===== config.mk =====
export PLATFORM = sky130hd
export DESIGN_NAME = serial_receiver_cfg
export DESIGN_NICKNAME = d
export VERILOG_FILES = /design/src/rtl/serial_receiver_cfg_pkg.sv /design/src/rtl/serial_bit_timer.sv /design/src/rtl/serial_receiver_cfg.sv
export SDC_FILE = /design/constraint.sdc
export NUM_CORES = 1
export LEC_CHECK = 0
export BUFFER_PORTS_ARGS = -buffer_cell sky130_fd_sc_hd__buf_4
export CAP_MARGIN = 10
export CORE_MARGIN = 1.5
export CORE_UTILIZATION = 57
export CTS_CLUSTER_SIZE = 40
export DETAILED_ROUTE_END_ITERATION = 6
export GPL_ROUTABILITY_DRIVEN = 0
export PLACE_DENSITY = 0.83
export SYNTH_ARGS = -nofsm -noshare
export SYNTH_HDL_FRONTEND = slang
export SYNTH_SLANG_ARGS = --single-unit
export TNS_END_PERCENT = 10

===== constraint.sdc =====
create_clock -name clock -period 2.6 [get_ports clock]
set_clock_uncertainty 0.2 [all_clocks]
set_input_delay 0.65 -clock clock [delete_from_list [all_inputs] [get_ports clock]]
set_output_delay 0.65 -clock clock [all_outputs]
set_load 0.02 [all_outputs]

===== src/rtl/serial_receiver_cfg_pkg.sv =====
// Shared serial-line definitions: receiver/transmitter state encodings and parity modes.
package serial_receiver_cfg_pkg;

  typedef enum logic [2:0] {
    IDLE  = 3'd0,
    START = 3'd1,
    DATA  = 3'd2,
    PAR   = 3'd3,
    STOP  = 3'd4,
    DONE  = 3'd5
  } serial_state_e;

  localparam int PAR_NONE = 0;
  localparam int PAR_EVEN = 1;
  localparam int PAR_ODD  = 2;

  // data_xor is the XOR of all data bits; odd mode expects a total of ones that is odd
  function automatic logic parity_bad(input logic data_xor, input logic pbit, input int mode);
    return (data_xor ^ pbit) != (mode == PAR_ODD);
  endfunction

endpackage


===== src/rtl/serial_bit_timer.sv =====
// Down-counting bit-period timer: load a count, get a one-cycle pulse when it reaches zero.
module serial_bit_timer #(
  parameter int W = 4
) (
  input  logic         clock,
  input  logic         reset_,
  input  logic         load,
  input  logic [W-1:0] load_val,
  output logic         expire
);

  logic [W-1:0] cnt;
  logic         armed;

  always_ff @(posedge clock) begin
    if (!reset_) begin
      cnt   <= '0;
      armed <= 1'b0;
    end else if (load) begin
      cnt   <= load_val;
      armed <= 1'b1;
    end else begin
      if (cnt != '0) cnt <= cnt - 1'b1;
      if (expire)    armed <= 1'b0;
    end
  end

  // armed keeps the pulse single-shot while the count rests at zero
  assign expire = armed && (cnt == '0);

endmodule


===== src/rtl/serial_receiver_cfg.sv =====
// UART-style receiver: oversampled start/data/parity/stop recovery with a dav_/rfd consumer handshake.
module serial_receiver_cfg
  import serial_receiver_cfg_pkg::*;
#(
  parameter int DATA_BITS  = 8,
  parameter int BIT_CYCLES = 16,
  parameter int PARITY     = 0,
  parameter int STOP_BITS  = 1
) (
  input  logic                 clock,
  input  logic                 reset_,
  input  logic                 rxd,
  input  logic                 rfd,
  output logic                 dav_,
  output logic [DATA_BITS-1:0] data,
  output logic                 perr,
  output logic                 ferr,
  output logic                 ovr
);

  localparam int TW = $clog2(BIT_CYCLES);
  localparam int CW = $clog2(DATA_BITS + 1);
  localparam logic [TW-1:0] HALF_LD = TW'(BIT_CYCLES / 2 - 1);
  localparam logic [TW-1:0] FULL_LD = TW'(BIT_CYCLES - 1);

  serial_state_e        state, state_n;
  logic                 rx_meta, rxs;
  logic                 tmr_load, expire;
  logic [TW-1:0]        tmr_val;
  logic [CW-1:0]        bit_cnt, cnt_ld_val;
  logic                 cnt_ld, cnt_dec;
  logic                 frame_go, shift_en, par_smp, stop_smp, frame_done;
  logic [DATA_BITS-1:0] shift;
  logic                 perr_n, ferr_n;
  logic                 consume;

  always_ff @(posedge clock) begin
    if (!reset_) begin
      rx_meta <= 1'b1;
      rxs     <= 1'b1;
    end else begin
      rx_meta <= rxd;
      rxs     <= rx_meta;
    end
  end

  serial_bit_timer #(.W(TW)) u_timer (
    .clock    (clock),
    .reset_   (reset_),
    .load     (tmr_load),
    .load_val (tmr_val),
    .expire   (expire)
  );

  always_ff @(posedge clock) begin
    if (!reset_) state <= IDLE;
    else         state <= state_n;
  end

  always_comb begin
    state_n    = state;
    tmr_load   = 1'b0;
    tmr_val    = FULL_LD;
    cnt_ld     = 1'b0;
    cnt_ld_val = CW'(STOP_BITS);
    cnt_dec    = 1'b0;
    frame_go   = 1'b0;
    shift_en   = 1'b0;
    par_smp    = 1'b0;
    stop_smp   = 1'b0;
    frame_done = 1'b0;
    case (state)
      IDLE: begin
        if (!rxs) begin
          tmr_load = 1'b1;
          tmr_val  = HALF_LD;
          state_n  = START;
        end
      end
      START: begin
        // mid start bit: a line already back high was only a glitch
        if (expire) begin
          if (rxs) begin
            state_n = IDLE;
          end else begin
            tmr_load   = 1'b1;
            cnt_ld     = 1'b1;
            cnt_ld_val = CW'(DATA_BITS);
            frame_go   = 1'b1;
            state_n    = DATA;
          end
        end
      end
      DATA: begin
        if (expire) begin
          shift_en = 1'b1;
          cnt_dec  = 1'b1;
          tmr_load = 1'b1;
          if (bit_cnt == CW'(1)) begin
            if (PARITY != PAR_NONE) begin
              state_n = PAR;
            end else begin
              cnt_ld  = 1'b1;
              state_n = STOP;
            end
          end
        end
      end
      PAR: begin
        if (expire) begin
          par_smp  = 1'b1;
          tmr_load = 1'b1;
          cnt_ld   = 1'b1;
          state_n  = STOP;
        end
      end
      STOP: begin
        if (expire) begin
          stop_smp = 1'b1;
          cnt_dec  = 1'b1;
          if (bit_cnt == CW'(1)) state_n  = DONE;
          else                   tmr_load = 1'b1;
        end
      end
      DONE: begin
        frame_done = 1'b1;
        state_n    = IDLE;
      end
      default: state_n = IDLE;
    endcase
  end

  always_ff @(posedge clock) begin
    if (!reset_) begin
      shift   <= '0;
      bit_cnt <= '0;
      perr_n  <= 1'b0;
      ferr_n  <= 1'b0;
    end else begin
      if (cnt_ld)                     bit_cnt <= cnt_ld_val;
      else if (cnt_dec && bit_cnt != '0) bit_cnt <= bit_cnt - 1'b1;
      if (shift_en) shift <= {rxs, shift[DATA_BITS-1:1]};
      if (frame_go) begin
        perr_n <= 1'b0;
        ferr_n <= 1'b0;
      end
      if (par_smp)           perr_n <= parity_bad(^shift, rxs, PARITY);
      if (stop_smp && !rxs)  ferr_n <= 1'b1;
    end
  end

  assign consume = rfd && !dav_;

  // a consuming rfd in the DONE cycle frees the slot for the frame just finished
  always_ff @(posedge clock) begin
    if (!reset_) begin
      dav_ <= 1'b1;
      data <= '0;
      perr <= 1'b0;
      ferr <= 1'b0;
      ovr  <= 1'b0;
    end else if (frame_done) begin
      if (dav_ || rfd) begin
        data <= shift;
        perr <= perr_n;
        ferr <= ferr_n;
        dav_ <= 1'b0;
      end else begin
        ovr <= 1'b1;
      end
      if (consume) ovr <= 1'b0;
    end else if (consume) begin
      dav_ <= 1'b1;
      perr <= 1'b0;
      ferr <= 1'b0;
      ovr  <= 1'b0;
    end
  end

endmodule


==> flow_summary_export.csv, run 1 <==
group,metric,value,unit
die,dieArea,3202,um^2
layout,register_area,720.7,um^2
die,die_h,56.59,um
layout,final_area,1815,um^2
clock_network,cts.sinks,36,
timing,rsz0062_at_grt,"false",
layout,syn_to_final_growth,10.93,%
setup_path,cp_cell_sequence,"inv_1 > ha_1 > nand4bb_1 > a2111o_1 > or3_1 > a31oi_1",
die,initial_utilization,59.86,%
grt,grt_overflow,0,
setup_path,path_delay_family,"compound AO/OA/AOI/OAI gates",
synth,synth_most_common_cell,"dfxtp_1",
synth,synthTopCellsByArea,"dfxtp_1 44%, mux2i_1 9.8%, nor2_1 5.7%",
power_and_ir_drop,finalPower,1.115,mW
min_path,hold_class,"flop to flop",
drt,first_pass_iters,4,
drt,vias,1268,
drt,top_layer_used,"met4",
job,drv_cap,0,
clock_network,cts_setup_buffers,0,
clock_network,cts_root_buf,"clkbuf_4",
placement,place_area,1754,um^2
die,rows,19,
synth,synth_cells,177,
clock_network,path_clk_slew,0.11,ns
synth,synth.avg_cell_area,9.246,um^2
layout,utilization,66.41,%
timing,relSlewSlack,68.44,%
power_and_ir_drop,peakVddDrop,0.0004862,V
timing,tightestPinTransition,0.4727,ns
clock_network,clkLatencyLatePin,0.33,ns
placement,dp_cells,215,
die,boundaryPins,16,
timing,maxSlewViolCount,0,
synth,synth_warnings,0,
timing,tns,0,ns
clock_network,cts_buffers,5,
drt,routed_wl,3058,um
grt,antenna_found_initial,0,
setup_path,cpMaxStageDelayCell,"a2111o_1",
drt,wl_met1,1377,um
setup_path,critPathRequiredTime,2.67,ns
layout,multi_input_area,844.6,um^2
synth,synthesis.nets,185,
power_and_ir_drop,powerDensity,614.3,nW/um^2
synth,synth-seq-cells,36,
setup_path,crit_path_start_kind,"flop",
grt,grt_pass1_vias,1184,
setup_path,r2r_start,"u_timer.cnt[0]",
drt,routedWlPerCell,13.71,um
clock_network,cts_buffer_depth,2,
layout,layout.nets,199,
setup_path,path_class,"flop to flop",
synth,synth.distinct_cells,41,
power_and_ir_drop,p_leak,0.6757,nW
drt,wl_met2,1519,um
clock_network,ctsResizeCount,0,
layout,antenna_cells,0,
clock_network,cts_hold_buf,0,
timing,hold_viol,0,
synth,synth_common_cells,"36 x dfxtp_1, 25 x nor2_1, 16 x mux2i_1",
placement,portBuffers,15,
grt,grt_max_degree,29,
setup_path,startpoint,"u_timer.cnt[0]",
setup_path,critical_path.max_fanout,8,
drt,route.met3.wl,120,um
setup_path,cp-end-kind,"flop",
timing,fmax,460.6,MHz
die,core,2734,um^2
drt,avgViaCountPerCell,5.686,
placement,hpwl,2199,um
layout,drive_above_1_share,15.63,%
setup_path,path_buf_inv,1,
clock_network,cts_htree_levels,2,
grt,grt_pass1_wl,5223,um
clock_network,cts_tree,"done",
synth,synth-seq-area-share,44.04,%
status,outcome,"completed",
synth,syn_area,1637,um^2
min_path,hold_start,"rx_meta",
synth,synth_edf_count,0,
synth,yosysTopAreaCellShare,44.04,%
layout,instances_no_fill,223,
timing,setup-violations-final,0,
synth,yosys.area.top_type,"dfxtp_1",
layout,fill_cells,207,
timing,min_period_over_period,83.50,%
synth,synth_ff_type,"dfxtp_1",
setup_path,max_stage_delay,0.49,ns
die,die_w,56.59,um
grt,grt_use_total,20.68,%
drt,drc,0,
drt,detail-route-antenna-nets,0,
synth,async_flop_share,0,%
drt,drtIter0Drc,43,
setup_path,arrival,2.24,ns
timing,fin_crit,2.171,ns
-- power breakdown --
| group | switching (mW) | internal, mW |
|---|---|---|
| combinational | 0.100 | 0.0902 |
| clock | 0.182 | 0.129 |
| sequential | 0.0310 | 0.583 |
-- cells by family after synthesis --
| family | after synthesis | share of synthesized area [%] |
|---|---|---|
| fa+ha+maj | 4 | 3.058 |
| simple gates | 60 | 18.81 |
| xor+xnor | 11 | 6.728 |
| mux | 16 | 9.786 |
| flops | 36 | 44.04 |
| buf+inv | 17 | 4.357 |
| compound gates | 33 | 13.23 |
-- routing by layer --
metal  up-vias  GRT usage (%)
li1        644              -
met1       592          25.63
met2        28          35.05
met3         4          4.147
met4         0          8.163
met5         -              0
-- placed cells by master, fill, tap and decap left out, types with 2 or more instances in the layout --
master / synthesis / final
inv_1: 7 / 7
nor3b_1: 2 / 2
mux2i_1: 16 / 16
nand4_1: 2 / 2
a21o_1: 2 / 2
a31oi_1: 2 / 2
o22ai_1: 2 / 2
a21oi_1: 9 / 9
o21ai_0: 8 / 8
nor3_1: 2 / 2
nand2b_1: 4 / 4
buf_4: 1 / 16
ha_1: 4 / 4
dfxtp_1: 36 / 36
xnor2_1: 7 / 7
clkbuf_4: 0 / 5
clkinv_2: 0 / 2
xor2_1: 3 / 3
or3_1: 5 / 5
a211oi_1: 2 / 2
a22oi_1: 2 / 2
nand2_1: 11 / 11
nor2_1: 25 / 25
-- path summary, 6_finish.rpt --
path,end,slack (ns),cells past startpoint
max,bit_cnt[3],0.43,6
min,rxs,0.25,1
max reg2reg,bit_cnt[3],0.43,6
min reg2reg,rxs,0.25,1
-- stage by stage --
step	worst slack, ns	hold slack, ns
after floorplan	0.7143	0.1863
after global placement	0.5559	0.1928
after detailed placement	0.4734	0.2249
after CTS	0.4539	0.2497
after global routing	0.3562	0.2587
final	0.4289	0.2484
-- sequential cells by signal, summed over array words and instances, names as in the netlist --
| register | count |
|---|---|
| bit_cnt | 4 |
| u_timer.armed | 1 |
| u_timer.cnt | 4 |
| ovr | 1 |
| state | 3 |
| rx_meta | 1 |
| perr | 1 |
| shift | 8 |
| perr_n | 1 |
| ferr_n | 1 |
| ferr | 1 |
| data | 8 |
| dav_ | 1 |
| rxs | 1 |
-- final cells by class --
cell class | count | area share [%]
clock inverter | 2 | 0.5513
timing repair buffer | 16 | 6.616
clock buffer | 6 | 2.826
tap | 31 | 2.136
sequential | 36 | 39.70
inverter | 8 | 1.654
multi-input combinational | 124 | 46.52
No activity file was read; power rests on OpenSTA's default activity.
==> run 2: changes to the inputs <==
--- a/config.mk
+++ b/config.mk
@@ -5,14 +5,15 @@
 export SDC_FILE = /design/constraint.sdc
 export NUM_CORES = 1
 export LEC_CHECK = 0
+export ABC_AREA = 1
 export BUFFER_PORTS_ARGS = -buffer_cell sky130_fd_sc_hd__buf_4
 export CAP_MARGIN = 10
 export CORE_MARGIN = 1.5
-export CORE_UTILIZATION = 57
+export CORE_UTILIZATION = 53
 export CTS_CLUSTER_SIZE = 40
 export DETAILED_ROUTE_END_ITERATION = 6
 export GPL_ROUTABILITY_DRIVEN = 0
-export PLACE_DENSITY = 0.83
+export PLACE_DENSITY = 0.81
 export SYNTH_ARGS = -nofsm -noshare
 export SYNTH_HDL_FRONTEND = slang
 export SYNTH_SLANG_ARGS = --single-unit
==> constraint.sdc (replaced) <==
create_clock -name clock -period 1.9 [get_ports clock]
set_clock_uncertainty 0.2 [all_clocks]
set_input_delay 0.475 -clock clock [delete_from_list [all_inputs] [get_ports clock]]
set_output_delay 0.475 -clock clock [all_outputs]
set_load 0.02 [all_outputs]
==> run 2 against run 1 <==
Critical path depth increased by 4. Worst hold slack got worse by 0.14 ns. Global-route usage down 0.37 points. Maximum frequency rose by 25%. Sequential power grew 39%. Flip-flop and latch count unchanged. Worst setup slack lost 0.27 ns. Via count increased by 31%. Critical endpoint is now bit_cnt[2]. Largest cell class unchanged. Largest power group unchanged. Highest routed layer unchanged.
==> flow_summary_export.csv, run 2 <==
group,metric,value,unit
status,outcome,"completed",
layout,instances_no_fill,328,
synth,yosysTopAreaCellShare,37.82,%
layout,final_common_cell,"nand2_1",
placement,portBuffers,15,
placement,hpwl,2674,um
setup_path,critPathMostFrequentCell,"nor2_1",
die,core,3390,um^2
synth,synth_cells,264,
setup_path,worstReg2RegEnd,"bit_cnt[2]",
synth,synth-seq-cells,36,
min_path,hold_path_end,"rx_meta",
synth,synth.avg_cell_area,7.218,um^2
synth,synth.area.mux_share,0,%
min_path,hold_start,"rxd",
timing,fmax,575.0,MHz
drt,drc,0,
synth,synth-compound-area-share,16.15,%
drt,drtIter0Drc,48,
clock_network,clkLatencyLatePin,0.35,ns
timing,tns,0,ns
setup_path,critical_path.max_fanout,6,
synth,yosys.area_share.simple,30.01,%
synth,synth-seq-area-share,37.82,%
power_and_ir_drop,peakVddDrop,0.0005027,V
drt,first_pass_iters,4,
timing,maxSlewViolCount,0,
synth,synthAdderAreaFrac,2.626,%
synth,yosys.area.top_type,"dfxtp_1",
synth,syn_area,1906,um^2
timing,relSlewSlack,76.95,%
drt,detail-route-antenna-nets,0,
setup_path,cpMaxStageDelayCell,"dfxtp_1",
layout,drive_above_1_share,21.28,%
setup_path,critPathRequiredTime,1.95,ns
die,boundaryPins,16,
power_and_ir_drop,p_leak,0.9730,nW
setup_path,arrival,1.79,ns
drt,routed_wl,3650,um
drt,vias,1655,
placement,dp_cells,320,
drt,avgViaCountPerCell,5.046,
synth,synthesis.nets,272,
timing,setup-violations-final,0,
grt,grt_pass1_wl,6423,um
synth,synth_xor_area_share,4.137,%
setup_path,r2r_cells,10,
drt,routedWlPerCell,11.13,um
synth,synth_most_common_cell,"nand2_1",
grt,grt_pass1_vias,1531,
die,dieArea,3964,um^2
setup_path,startpoint,"u_timer.cnt[0]",
die,rows,21,
layout,antenna_cells,0,
layout,final_cell_mix,"64 x nand2_1, 36 x dfxtp_1, 26 x inv_1",
synth,async_flop_share,0,%
timing,min_period_over_period,91.53,%
job,drv_cap,0,
synth,synth_common_cells,"64 x nand2_1, 36 x dfxtp_1, 28 x inv_1",
clock_network,cts_htree_levels,2,
setup_path,max_stage_delay,0.33,ns
placement,place_area,2053,um^2
layout,syn_to_final_growth,13.66,%
clock_network,cts_root_buf,"clkbuf_4",
die,die_w,62.96,um
synth,synth_edf_count,0,
layout,biggestRegsByFlops,"data: 8 flops, shift: 8 flops",
clock_network,cts_buffer_depth,2,
timing,hold_viol,0,
clock_network,cts_tree,"done",
layout,layout.nets,289,
synth,synthTopCellsByArea,"dfxtp_1 38%, nand2_1 13%, a21oi_1 6.6%",
grt,grt_max_degree,23,
clock_network,cts_hold_buf,0,
grt,grt_use_total,20.30,%
layout,final_area,2166,um^2
setup_path,r2r_setup_slack,0.16,ns
setup_path,path_class,"flop to flop",
min_path,hold_depth,2,
synth,synth.distinct_cells,32,
setup_path,crit_path_start_kind,"flop",
setup_path,cp_cell_sequence,"inv_2 > ha_4 > nand3_4 > nor2_8 > inv_4 > nor2_4 > nand2_2 > nor2_1 > xor2_1 > nor2_1",
synth,synth_warnings,0,
die,die_h,62.96,um
timing,tightestPinTransition,0.3431,ns
clock_network,cts.sinks,36,
die,initial_utilization,56.22,%
min_path,hold_class,"primary input to flop",
timing,rsz0062_at_grt,"false",
power_and_ir_drop,powerDensity,908.6,nW/um^2
grt,grt_overflow,0,
clock_network,cts_buffers,5,
setup_path,cp-end-kind,"flop",
setup_path,r2r_start,"u_timer.cnt[0]",
synth,synth_top_family_by_area,"simple AND/OR/NAND/NOR gates",
grt,antenna_found_initial,0,
timing,fin_crit,1.739,ns
clock_network,path_clk_slew,0.11,ns
synth,synth_ff_type,"dfxtp_1",
## run 2: kinds of logic after synthesis
group                    Yosys count
AND/OR/NAND/NOR                  119
AO/OA/AOI/OAI                     53
flip-flops                        36
adder cells (fa/ha/maj)            4
XOR/XNOR                           9
buffers and inverters             43
## run 2: worst max-delay path by stage
| stage | to | slack (ns) | depth (start not counted) |
|---|---|---|---|
| 5_1_grt | bit_cnt[2] | 0.005 | 10 |
| 2_1_floorplan | bit_cnt[2] | 0.22 | 10 |
| 6_report | bit_cnt[2] | 0.16 | 10 |
| 3_3_place_gp | bit_cnt[3] | 0.12 | 10 |
| 4_1_cts | bit_cnt[3] | 0.04 | 10 |
| 3_5_place_dp | bit_cnt[3] | 0.06 | 10 |
## run 2: timing repair
action / in CTS / in global routing
resized for setup: 0 / 5
setup endpoints to repair: 0 / 8
buffers inserted: 0 / 0
hold endpoints to repair: 0 / 0
## run 2: layout make-up
type	instances	area (um^2)
Timing Repair Buffer	17	127.6
Fill cell	286	1224
Inverter	36	138.9
Tap cell	46	57.56
Sequential cell	36	720.7
Multi-Input combinational cell	185	1026
Clock buffer	7	65.06
Clock inverter	1	30.03
## run 2: critical path: cells and delay by family (launching register included)
kind                     cells  cell delay (ns)
buffers and inverters        2             0.16
XOR/XNOR                     1             0.17
adder cells (fa/ha/maj)      1             0.16
flip-flops                   1             0.33
AND/OR/NAND/NOR              6             0.62
## run 2: through the flow
step	setup slack (ns)	hold slack, ns	utilization, %	power, mW
final	0.1609	0.1077	63.90	1.968
after detailed placement	0.06368	0.2088	60.58	1.336
after global placement	0.1200	0.2028	60.58	1.320
after global routing	0.005062	0.1080	63.90	2.081
after floorplan	0.2235	0.1925	-	1.265
after CTS	0.03947	0.1038	63.38	1.944
## run 2: power by group
part	switching, mW	total, mW	internal (mW)
Clock	0.268	0.618	0.349
Combinational	0.309	0.500	0.191
Sequential	0.0432	0.851	0.807
Total	0.620	1.97	1.35
## run 2: metal layers
metal  up-vias  part of all wire [%]  track usage (%)
met5         -                     0                0
met4         0                   2.6            11.94
met3        10                   3.2            4.505
met2        25                    45            32.31
met1       750                    49            25.03
li1        870                     -                -
==> run 3: changes to the inputs <==
--- a/config.mk
+++ b/config.mk
@@ -9,11 +9,11 @@
 export BUFFER_PORTS_ARGS = -buffer_cell sky130_fd_sc_hd__buf_4
 export CAP_MARGIN = 10
 export CORE_MARGIN = 1.5
-export CORE_UTILIZATION = 53
+export CORE_UTILIZATION = 63
 export CTS_CLUSTER_SIZE = 40
 export DETAILED_ROUTE_END_ITERATION = 6
 export GPL_ROUTABILITY_DRIVEN = 0
-export PLACE_DENSITY = 0.81
+export PLACE_DENSITY = 0.89
 export SYNTH_ARGS = -nofsm -noshare
 export SYNTH_HDL_FRONTEND = slang
 export SYNTH_SLANG_ARGS = --single-unit
==> constraint.sdc (replaced) <==
create_clock -name clock -period 2.1 [get_ports clock]
set_clock_uncertainty 0.2 [all_clocks]
set_input_delay 0.525 -clock clock [delete_from_list [all_inputs] [get_ports clock]]
set_output_delay 0.525 -clock clock [all_outputs]
set_load 0.02 [all_outputs]
==> run 3 against run 2 <==
Combinational power decreased by 14%. Flip-flop and latch count unchanged. Maximum frequency decreased by 5.3%. Die area decreased by 15%. Worst hold slack improved by 0.057 ns. Non-clock buffer count increased by 2. Register-to-register slack improved by 0.10 ns. Sequential share of layout area increased by 1.1 points. Power decreased by 22%. Critical endpoint unchanged. Largest cell class unchanged. Largest power group unchanged.
==> flow_summary_export.csv, run 3 (same netlist as run 2, synthesis figures left out) <==
group,metric,value,unit
status,outcome,"completed",
timing,fin_crit,1.836,ns
placement,dp_slack,0.1655,ns
power_and_ir_drop,finalPower,1.541,mW
clock_network,ctsResizeCount,0,
drt,first_pass_iters,4,
setup_path,arrival,1.88,ns
clock_network,cts_hold_buf,0,
die,boundaryPins,16,
drt,drc,0,
timing,relSlewSlack,77.13,%
job,drv_cap,0,
clock_network,cts_setup_buffers,0,
setup_path,critPathMostFrequentCell,"nor2_1",
die,die_w,58.00,um
drt,drtIter0Drc,67,
drt,route.met3.wl,167,um
timing,fmax,544.8,MHz
placement,hpwl,2739,um
layout,instances_no_fill,314,
clock_network,path_clk_slew,0.11,ns
timing,setup-violations-final,0,
timing,hold_viol,0,
setup_path,cpMaxStageDelayCell,"dfxtp_1",
grt,grt_use_total,25.11,%
layout,antenna_cells,0,
drt,top_layer_used,"met4",
die,dieArea,3363,um^2
clock_network,cts_buffers,5,
placement,dp_cells,304,
die,die_h,58.00,um
grt,grt_pass1_wl,6375,um
layout,utilization,74.71,%
timing,maxSlewViolCount,0,
layout,biggestRegsByFlops,"data: 8 flops, shift: 8 flops",
setup_path,crit_path_start_kind,"flop",
setup_path,path_buf_inv,2,
setup_path,critical_path.max_fanout,6,
clock_network,cts_root_buf,"clkbuf_4",
setup_path,max_stage_delay,0.32,ns
setup_path,path_delay_family,"simple AND/OR/NAND/NOR gates",
drt,wl_met1,1714,um
clock_network,cts_tree,"done",
setup_path,critPathRequiredTime,2.15,ns
die,core,2805,um^2
layout,drive_above_1_share,20.14,%
timing,min_period_over_period,87.41,%
layout,fill_cells,222,
clock_network,cts.sinks,36,
grt,grt_overflow,0,
drt,detail-route-antenna-nets,0,
placement,portBuffers,15,
die,initial_utilization,67.93,%
drt,routed_wl,3750,um
timing,tightestPinTransition,0.3404,ns
clock_network,cts_htree_levels,2,
power_and_ir_drop,peakVddDrop,0.0005697,V
power_and_ir_drop,powerDensity,735.4,nW/um^2
drt,avgViaCountPerCell,5.328,
drt,routedWlPerCell,11.94,um
drt,vias,1673,
grt,grt_pass1_vias,1477,
setup_path,cp-end-kind,"flop",
min_path,hold_class,"primary input to flop",
clock_network,cts_buffer_depth,2,
setup_path,cp_cell_sequence,"inv_1 > ha_1 > nand3_4 > nor2_8 > inv_4 > nor2_4 > nand2_2 > nor2_1 > xor2_1 > nor2_1",
layout,final_common_cell,"nand2_1",
grt,antenna_found_initial,0,
drt,wl_met2,1815,um
die,rows,19,
grt,grt_max_degree,23,
timing,setup_ws,0.2643,ns
clock_network,clkLatencyLatePin,0.34,ns
layout,syn_to_final_growth,9.980,%
setup_path,path_class,"flop to flop",
layout,final_cell_mix,"64 x nand2_1, 36 x dfxtp_1, 28 x inv_1",
timing,tns,0,ns
layout,layout.nets,291,
timing,rsz0062_at_grt,"false",
power_and_ir_drop,p_leak,0.9580,nW
## run 3: changes by cell type in the layout (fill, tap and decap cells not counted), moves of 2 or more
cell | previous run | this run
inv_1 | 26 | 28
clkbuf_8 | 2 | 0
buf_4 | 17 | 19
inv_2 | 8 | 6
## run 3: cell type report
cell class | instances | area, um^2 | share of cell area [%]
clock buffers | 6 | 41.29 | 1.970
clock inverters | 1 | 5.005 | 0.2388
inverters | 36 | 138.9 | 6.627
multi-input cells | 185 | 1008 | 48.12
flip-flops and latches | 36 | 720.7 | 34.39
well taps | 31 | 38.79 | 1.851
repair buffers | 19 | 142.6 | 6.806
## run 3: worst paths after layout
path	start	end	slack [ns]	depth (start not counted)
hold / removal	rxd	rx_meta	0.16	2
setup reg to reg	u_timer.cnt[0]	bit_cnt[2]	0.26	10
setup / recovery	u_timer.cnt[0]	bit_cnt[2]	0.26	10
hold reg to reg	rx_meta	rxs	0.24	1
## run 3: through the flow
step                hold slack (ns)  instance area, um^2
floorplan                    0.1925                 1906
global placement             0.2157                 2027
detailed placement           0.2117                 2027
CTS                          0.1559                 2073
global route                 0.1396                 2096
finish                       0.1644                 2096
## run 3: layer usage
layer	vias up	global-route usage (%)
li1	878	-
met1	747	32.96
met2	40	38.15
met3	8	8.259
met4	0	10.30
met5	-	0
## run 3: where the power goes
group          total (mW)  switching, mW  internal [mW]
combinational       0.428          0.273          0.155
clock               0.345          0.222          0.123
sequential          0.768         0.0373          0.730
